--- src/rtl/encoder16x4.sv ---
// encoder16x4 - registered 16-to-4 request encoder with valid/ready output.
//
// Request lines are captured into a sticky pending register; the highest
// priority pending bit is issued as a binary index. An accepted index clears
// its pending bit unless it is re-requested in the same cycle (set wins).
//
// Optional build macro: ENCODER16X4_RR_EN
//   undefined - fixed priority, lowest index first
//   defined   - rotating priority; search starts at a pointer that moves to
//               (accepted index + 1) mod 16 on every accept
//
// Parameters:
//   IDLE_CODE  value driven on y while valid is low
// Ports:
//   clk    in   1   clock, rising edge
//   rst_n  in   1   synchronous active-low reset
//   en     in   1   capture enable for req
//   req    in  16   level-sampled request lines
//   ready  in   1   consumer accepts y when valid && ready
//   y      out  4   issued index (registered)
//   valid  out  1   y holds a valid index (registered)
//   pend   out 16   pending register
//   ovf    out  1   sticky: request hit an already-pending, uncleared bit
//
// Output FSM
//   state  | meaning
//   IDLE   | valid=0, y=IDLE_CODE, waiting for any pending bit
//   HOLD   | valid=1, y frozen until ready; back-to-back issue on accept

module encoder16x4 #(
    parameter logic [3:0] IDLE_CODE = 4'd0
) (
    input  logic        clk,
    input  logic        rst_n,
    input  logic        en,
    input  logic [15:0] req,
    input  logic        ready,
    output logic [3:0]  y,
    output logic        valid,
    output logic [15:0] pend,
    output logic        ovf
);

    typedef enum logic {
        S_IDLE = 1'b0,
        S_HOLD = 1'b1
    } state_t;

    state_t state;

    logic        accept;
    logic [15:0] clr;
    logic [15:0] req_q;
    logic [15:0] pend_next;
    logic [15:0] rem;
    logic        ovf_hit;
    logic [3:0]  start_idle;
    logic [3:0]  start_hold;

    function automatic logic [15:0] onehot16(input logic [3:0] idx);
        onehot16 = 16'd1 << idx;
    endfunction

    // First set bit found when scanning upward from start, wrapping 15 -> 0.
    // Scanning offsets downward lets the smallest offset overwrite last.
    function automatic logic [3:0] pick(input logic [15:0] v, input logic [3:0] start);
        logic [3:0] idx;
        pick = 4'd0;
        for (int k = 15; k >= 0; k--) begin
            idx = start + 4'(k);
            if (v[idx]) pick = idx;
        end
    endfunction

`ifdef ENCODER16X4_RR_EN
    logic [3:0] rr_ptr;

    // A back-to-back pick searches from the pointer value this accept
    // produces, so the just-accepted index is the lowest priority.
    assign start_idle = rr_ptr;
    assign start_hold = y + 4'd1;
`else
    assign start_idle = 4'd0;
    assign start_hold = 4'd0;
`endif

    always_comb begin
        accept    = valid && ready;
        clr       = accept ? onehot16(y) : 16'd0;
        req_q     = req & {16{en}};
        pend_next = (pend & ~clr) | req_q;
        ovf_hit   = |(req_q & pend & ~clr);
        // Only the bit being accepted is excluded; same-cycle requests are
        // not yet in pend and become visible next cycle.
        rem       = pend & ~onehot16(y);
    end

    always_ff @(posedge clk) begin
        if (!rst_n) begin
            state <= S_IDLE;
            pend  <= 16'd0;
            y     <= IDLE_CODE;
            valid <= 1'b0;
            ovf   <= 1'b0;
`ifdef ENCODER16X4_RR_EN
            rr_ptr <= 4'd0;
`endif
        end else begin
            pend <= pend_next;
            if (ovf_hit) ovf <= 1'b1;

            case (state)
                S_IDLE: begin
                    if (|pend) begin
                        y     <= pick(pend, start_idle);
                        valid <= 1'b1;
                        state <= S_HOLD;
                    end
                end
                S_HOLD: begin
                    if (ready) begin
`ifdef ENCODER16X4_RR_EN
                        rr_ptr <= y + 4'd1;
`endif
                        if (|rem) begin
                            y <= pick(rem, start_hold);
                        end else begin
                            y     <= IDLE_CODE;
                            valid <= 1'b0;
                            state <= S_IDLE;
                        end
                    end
                end
                default: begin
                    y     <= IDLE_CODE;
                    valid <= 1'b0;
                    state <= S_IDLE;
                end
            endcase
        end
    end

endmodule

--- config.mk ---
export PLATFORM = sky130hd
export DESIGN_NAME = encoder16x4
export DESIGN_NICKNAME = d
export VERILOG_FILES = /design/src/rtl/encoder16x4.sv
export SDC_FILE = /design/constraint.sdc
export NUM_CORES = 1
export LEC_CHECK = 0
export CORE_ASPECT_RATIO = 0.6
export CORE_MARGIN = 2
export CORE_UTILIZATION = 56
export CTS_BUF_LIST = sky130_fd_sc_hd__clkbuf_4 sky130_fd_sc_hd__clkbuf_8
export CTS_CLUSTER_SIZE = 12
export DETAILED_ROUTE_END_ITERATION = 12
export GPL_TIMING_DRIVEN = 0
export PLACE_DENSITY = 0.87
export SYNTH_ARGS = -nofsm -noshare
export SYNTH_HDL_FRONTEND = slang
export SYNTH_SLANG_ARGS = --single-unit
--- constraint.sdc ---
create_clock -name clk -period 4.7 [get_ports clk]
set_clock_uncertainty 0.1 [all_clocks]
set_input_delay 0.705 -clock clk [delete_from_list [all_inputs] [get_ports clk]]
set_output_delay 0.705 -clock clk [all_outputs]
set_load 0.03 [all_outputs]
==> run metrics, run 1 <==
WS Path Type=flop to flop; Post-Route Setup TNS=0 ns; crit path DAT=2.63 ns; leakage=0.804 nW; Worst Setup Start Kind=flop; I/O pin count=42; R2R depth=7; Synth async-reset ratio=0%; internal power=about 0.00039 W; highest metal used=met4; first-pass GRT wire length=9490 um; Clock Sinks=23; Synth area leaders=dfxtp_1 (26%), a21oi_1 (6.2%), nand2_1 (5.7%), nor2_1 (4.0%), o21ai_0 (3.9%); WL/cell=18.7 um; number of flops mapped to enable cells by yosys=0; grt ovf=0; DRT iter0 DRCs=between 200 and 300; register area share after synthesis=25.8%; Net Sw Power=0.000265 W; antenna viol nets, final=0; Req. time, crit path=4.74 ns; RSZ-0062 raised after global routing=false; cell with the most instances after synthesis=nand2_1; combinational power share=42.2%; number of global-route vias before repair=between 1500 and 2000; worst reg2reg endpoint=y[0]; CTS root buf=clkbuf_8; synth cell count leaders=nand2_1 (27), dfxtp_1 (23), a21oi_1 (22), nor2_1 (19), o21ai_0 (14); Worst slew margin=51.5%; routed wire length=approximately 6100 um; Post-CTS Hold Buffers=0; PwrDens=between 200 and 300 nW/um^2; Period minus WS final=2.58 ns; Inst Count DP=approximately 320; largest net degree at the start of global routing=15; vias per std cell=6.61; Core Box Area=2950 um^2; MaxCap Viol Count=0; leading area contributor after synthesis=dfxtp_1; maximum clock rate=0.387 GHz; Die X=a little under 80 um; worst skew pair latency=0.28 ns; Final HPWL DP=around 4600 um; count of different cell masters after synthesis=a little over 60; # setup viols final=0; crit-path cells=buf_2 -> nand2_1 -> o32ai_1 -> nand4_1 -> nor2b_1 -> a2111o_1 -> a41oi_2; Antenna diodes=0; fin cells=325; Filler Cell Count=243; WL met3=between 800 and 900 um; Reg2Reg Setup Slack=2.12 ns; Seq cells post-synth=23; Final Cycle Share=55.0%; die area=3680 um^2; WHS=0.500 ns; Total GRT Usage=34.7%; htree depth=1; routability cong.=0.934; Seq pwr share=a little under two fifths; layout cells sized above 1=between 8 and 9%; die height=47.8 um; Max Slew Vio Count=0; via count=2149; row cnt=15; Pre-antenna DRT Iters=5; post-layout util=between 70 and 80%; Initial Utilization=about three fifths; worst ir drop on vdd=approximately 0.21 mV; hold_sp=pend[9]; Top FF cell, synth=dfxtp_1; Yosys warnings=0; Hold Path Stages=2; highest net fanout along the worst path=10; Layout area overhead=27.5%; Syn Nets=260; initial antenna violation count=0; synthesized area=1790 um^2; clock power share=20.8%; Bufs on Longest Clock Path=2; slowest stage delay, CP=0.62 ns; clock-pin slew on the worst setup and hold paths=0.09 ns; # DRC=0; CTS tree=yes; post-CTS sizing=0; sw frac=40.6%; r2r startpoint=y[2]; final hold violations=0; Hold WC Path Type=flop to flop; met1 wire length=2720 um; Critical Path End Type=flop; average cell area after synthesis=7.45 um^2; Final #Nets=304; Post CTS Setup Buffer Count=0; outcome=complete, no violations; Hold EP=pend[9]; met2 wire len=2380 um; Yosys top cell area share=25.8%; measured slew at the worst slew-check pin=0.726 ns; slowest CP cell=o32ai_1; Mapped Cells=between 200 and 250; cts bufs inserted=3; I/O Buffers=39
==> worst max-delay path: cells and delay by family (launching register included) <==
kind	cells	cell delay, ns
buffers and inverters	1	0.31
flip-flops	1	0.49
AND/OR/NAND/NOR	3	0.67
AO/OA/AOI/OAI	3	0.87
==> placed cells by master (no fill, tap or decap), drive strengths merged, types with 5 or more instances in the layout <==
master         count
clkdlybuf4s50     39
nand2             27
dfxtp             23
a21oi             22
nor2              19
o21ai             15
clkbuf            15
inv               12
nand2b            11
o31ai              7
a31oi              6
buf                6
nand3              5
==> final cells by class <==
class	instances	area (um^2)	share of cell area (%)
Clock buffer	3	41.3	1.81
Clock inverter	1	7.51	0.329
Timing Repair Buffer	39	390	17.1
Buffer	18	83.8	3.68
Tap cell	42	52.6	2.31
Inverter	12	45.0	1.98
Sequential cell	23	460	20.2
Multi-Input combinational cell	187	1200	52.6
==> registers in the layout, summed over array words and instances, names as in the netlist <==
name	count
valid	1
state	1
y	4
ovf	1
pend	16
==> how the worst max path moves through the flow <==
| stage | start | to | slack, ns | depth (start not counted) |
|---|---|---|---|---|
| 2_1_floorplan | y[1] | y[0] | 2.50 | 7 |
| 3_3_place_gp | ready | ovf | 2.28 | 6 |
| 3_5_place_dp | y[2] | valid | 2.26 | 7 |
| 4_1_cts | y[2] | valid | 2.27 | 7 |
| 5_1_grt | y[2] | valid | 2.03 | 7 |
| 6_report | y[2] | y[0] | 2.12 | 7 |
==> logic make-up after synthesis <==
family                 Yosys count  share of synthesized area, %
muxes                            8                          4.97
buffers and inverters           30                          7.21
DFF                             23                          25.8
AOI/OAI and AO/OA               89                          35.9
and+or+nand+nor                 90                          26.2
==> power groups by stage <==
stage | combinational, W | clock, W | sequential (W)
after CTS | 0.000269 | 0.000135 | 0.000239
after detailed placement | 0.000267 | 0 | 0.000244
after floorplan | 0.000147 | 0 | 0.000268
after global routing | 0.000295 | 0.000142 | 0.000244
after global placement | 0.000262 | 0 | 0.000243
final | 0.000275 | 0.000136 | 0.000242
==> metrics by stage <==
stage / setup WS [ns] / power [W] / cell area [um^2]
final: 2.12 / 0.000652 / 2280
after global routing: 2.03 / 0.000681 / 2280
after CTS: 2.27 / 0.000643 / 2280
after detailed placement: 2.26 / 0.000511 / 2230
after global placement: 2.28 / 0.000506 / 2230
after floorplan: 2.50 / 0.000415 / 1790
==> per-layer routing <==
metal,vias up,GRT usage (%)
met5,-,0
met4,0,9.09
met3,10,11.5
met2,178,52.5
met1,970,48.2
li1,991,-
Power figures use the tool's default switching activity.
==> inputs of run 2 (changes only) <==
CORE_UTILIZATION = 47   (was 56)
PLACE_DENSITY = 0.78   (was 0.87)
clock period = 2.3 ns   (was 4.7 ns; I/O delays follow)
==> run metrics, run 2 (synthesized netlist as in run 1, its figures left out) <==
outcome=complete, no violations; leakage=0.819 nW (+1.8%); row cnt=17 (+2); crit path DAT=2.36 ns (-0.27 ns); sw frac=41.1% (+0.50 points); clock power share=20.6% (-0.2 points); max reg flops=16 (unchanged); initial antenna violation count=0 (unchanged); largest net degree at the start of global routing=15 (unchanged); slowest stage delay, CP=0.41 ns (-0.21 ns); Worst slew margin=58.2% (+6.7 points); layout cells sized above 1=12.1% (+3.9 points); worst ir drop on vdd=0.348 mV (+67%); family with the most delay on the worst path=compound AO/OA/AOI/OAI gates; antenna viol nets, final=0 (unchanged); Seq pwr share=36.9% (about the same); WL/cell=19.4 um (+3.7%); htree depth=1 (unchanged); Initial Utilization=48.9% (-12 points); final hold violations=0 (unchanged); Antenna diodes=0 (unchanged); worst skew pair latency=0.28 ns (about the same); Bufs on Longest Clock Path=2 (unchanged); number of global-route vias before repair=1910 (+3.7%); die height=51.8 um (+8.4%); first-pass GRT wire length=9910 um (+4.4%); MaxCap Viol Count=0 (unchanged); Worst Path Buf+Inv=1 (unchanged); CTS tree=yes; routability cong.=1.02 (+9.2%); DRT iter0 DRCs=235 (-13%); Post-CTS Hold Buffers=0 (unchanged); Final HPWL DP=4740 um (+1.9%); Req. time, crit path=2.41 ns (-2.33 ns); measured slew at the worst slew-check pin=0.627 ns (-0.0986 ns); I/O Buffers=39 (unchanged); Clock Sinks=23 (unchanged); crit-path cells=buf_6 -> mux2_4 -> o32ai_4 -> o221ai_2 -> and4b_1 -> a2111o_1 -> a41oi_2; WS Path Type=flop to flop; Die X=83.6 um (+8.7%); via count=2137 (-0.56%); Critical Path End Type=flop; Pre-antenna DRT Iters=5 (unchanged); clock-pin slew on the worst setup and hold paths=0.10 ns (about the same); Max Slew Vio Count=0 (unchanged); commonest non-fill, non-tap cell in the layout=clkdlybuf4s50_1; grt ovf=0 (unchanged); total power draw=0.00136 W (+110%); # DRC=0 (unchanged); Top reg by flops=pend; Total GRT Usage=29.7% (-5.0 points); commonest non-fill, non-tap cells in the layout=clkdlybuf4s50_1 (39), nand2_1 (26), a21oi_1 (22), dfxtp_1 (20), nor2_1 (19); Net Sw Power=0.000560 W (+110%); internal power=0.000802 W (+110%); vias per std cell=6.50 (-1.8%); Inst Count DP=326 (+1.6%); Hold WC Path Type=input port to flop; RSZ-0062 raised after global routing=false; Core Box Area=3660 um^2 (+24%); Layout area overhead=31.6%; routed wire length=6370 um (+5.0%); Final #Nets=303 (-0.33%); Worst Setup Start Kind=flop; # setup viols final=0 (unchanged); slowest CP cell=dfxtp_2; cts bufs inserted=3 (unchanged); fin cells=329 (+1.2%); PwrDens=579 nW/um^2 (+100%); biggest regs=pend: 16 flops, y: 4 flops; die area=4330 um^2 (+18%); Final Cycle Share=97.8% (+43 points); post-layout util=64.3% (-13 points); combinational power share=42.5% (+0.3 points); I/O pin count=42 (unchanged); highest net fanout along the worst path=10 (unchanged); maximum clock rate=0.444 GHz (+15%); CTS root buf=clkbuf_8; Period minus WS final=2.25 ns (-0.334 ns)
[run 2: changes by cell type in the layout (fill, tap and decap cells not counted), moves of 2 or more]
cell,before,now
dfxtp_1,23,20
dfxtp_2,0,3
nor4_1,4,2
nor4_2,0,2
o311ai_0,3,0
o311ai_1,0,2
o32ai_1,3,0
o32ai_2,0,2
[run 2: layer usage]
metal / GRT usage, % / vias up / part of all wire (%)
met3: 7.14 / 11 / 13
met2: 43.2 / 146 / 40
met5: 0 / - / 0
li1: - / 997 / -
met4: 5.91 / 0 / 0.94
met1: 44.5 / 983 / 46
[run 2: power groups by stage]
stage / sequential, W / clock, W / combinational, W
global route: 0.000508 / 0.000307 / 0.000613
CTS: 0.000496 / 0.000284 / 0.000553
detailed placement: 0.000499 / 0 / 0.000549
global placement: 0.000498 / 0 / 0.000541
floorplan: 0.000547 / 0 / 0.000300
finish: 0.000502 / 0.000281 / 0.000578
[run 2: area by class of cell]
class	instances	area, um^2
Clock inverter	1	7.51
Fill cell	351	1310
Clock buffer	3	41.3
Multi-Input combinational cell	187	1260
Buffer	17	82.6
Tap cell	47	58.8
Inverter	12	45.0
Timing Repair Buffer	39	390
Sequential cell	23	464
[run 2: timing repair]
item	4_1_cts	5_1_grt
gates resized for setup	5	11
cloned	0	0
setup buffers	0	0
endpoints found under the setup margin	4	6
[run 2: final timing paths]
check | depth (start not counted) | slack [ns] | startpoint | endpoint
min reg2reg | 2 | 0.50 | ovf | ovf
max | 7 | 0.05 | y[1] | y[0]
min | 3 | 0.37 | en | pend[0]
max reg2reg | 7 | 0.05 | y[1] | y[0]
[run 2: worst min-delay path: cells and delay by family]
family / cells / cell delay, ns
compound gates: 1 / 0.06
buf+inv: 1 / 0.20
simple gates: 1 / 0.11
[run 2: per-stage QoR]
stage               hold slack (ns)  worst slack, ns  area, um^2  TNS, ns
floorplan                     0.383            0.101        1790        0
global placement              0.469          -0.0473        2240   -0.107
detailed placement            0.485          -0.0466        2240   -0.120
CTS                           0.372           0.0305        2310        0
global route                  0.383          0.00650        2350        0
finish                        0.371           0.0500        2350        0
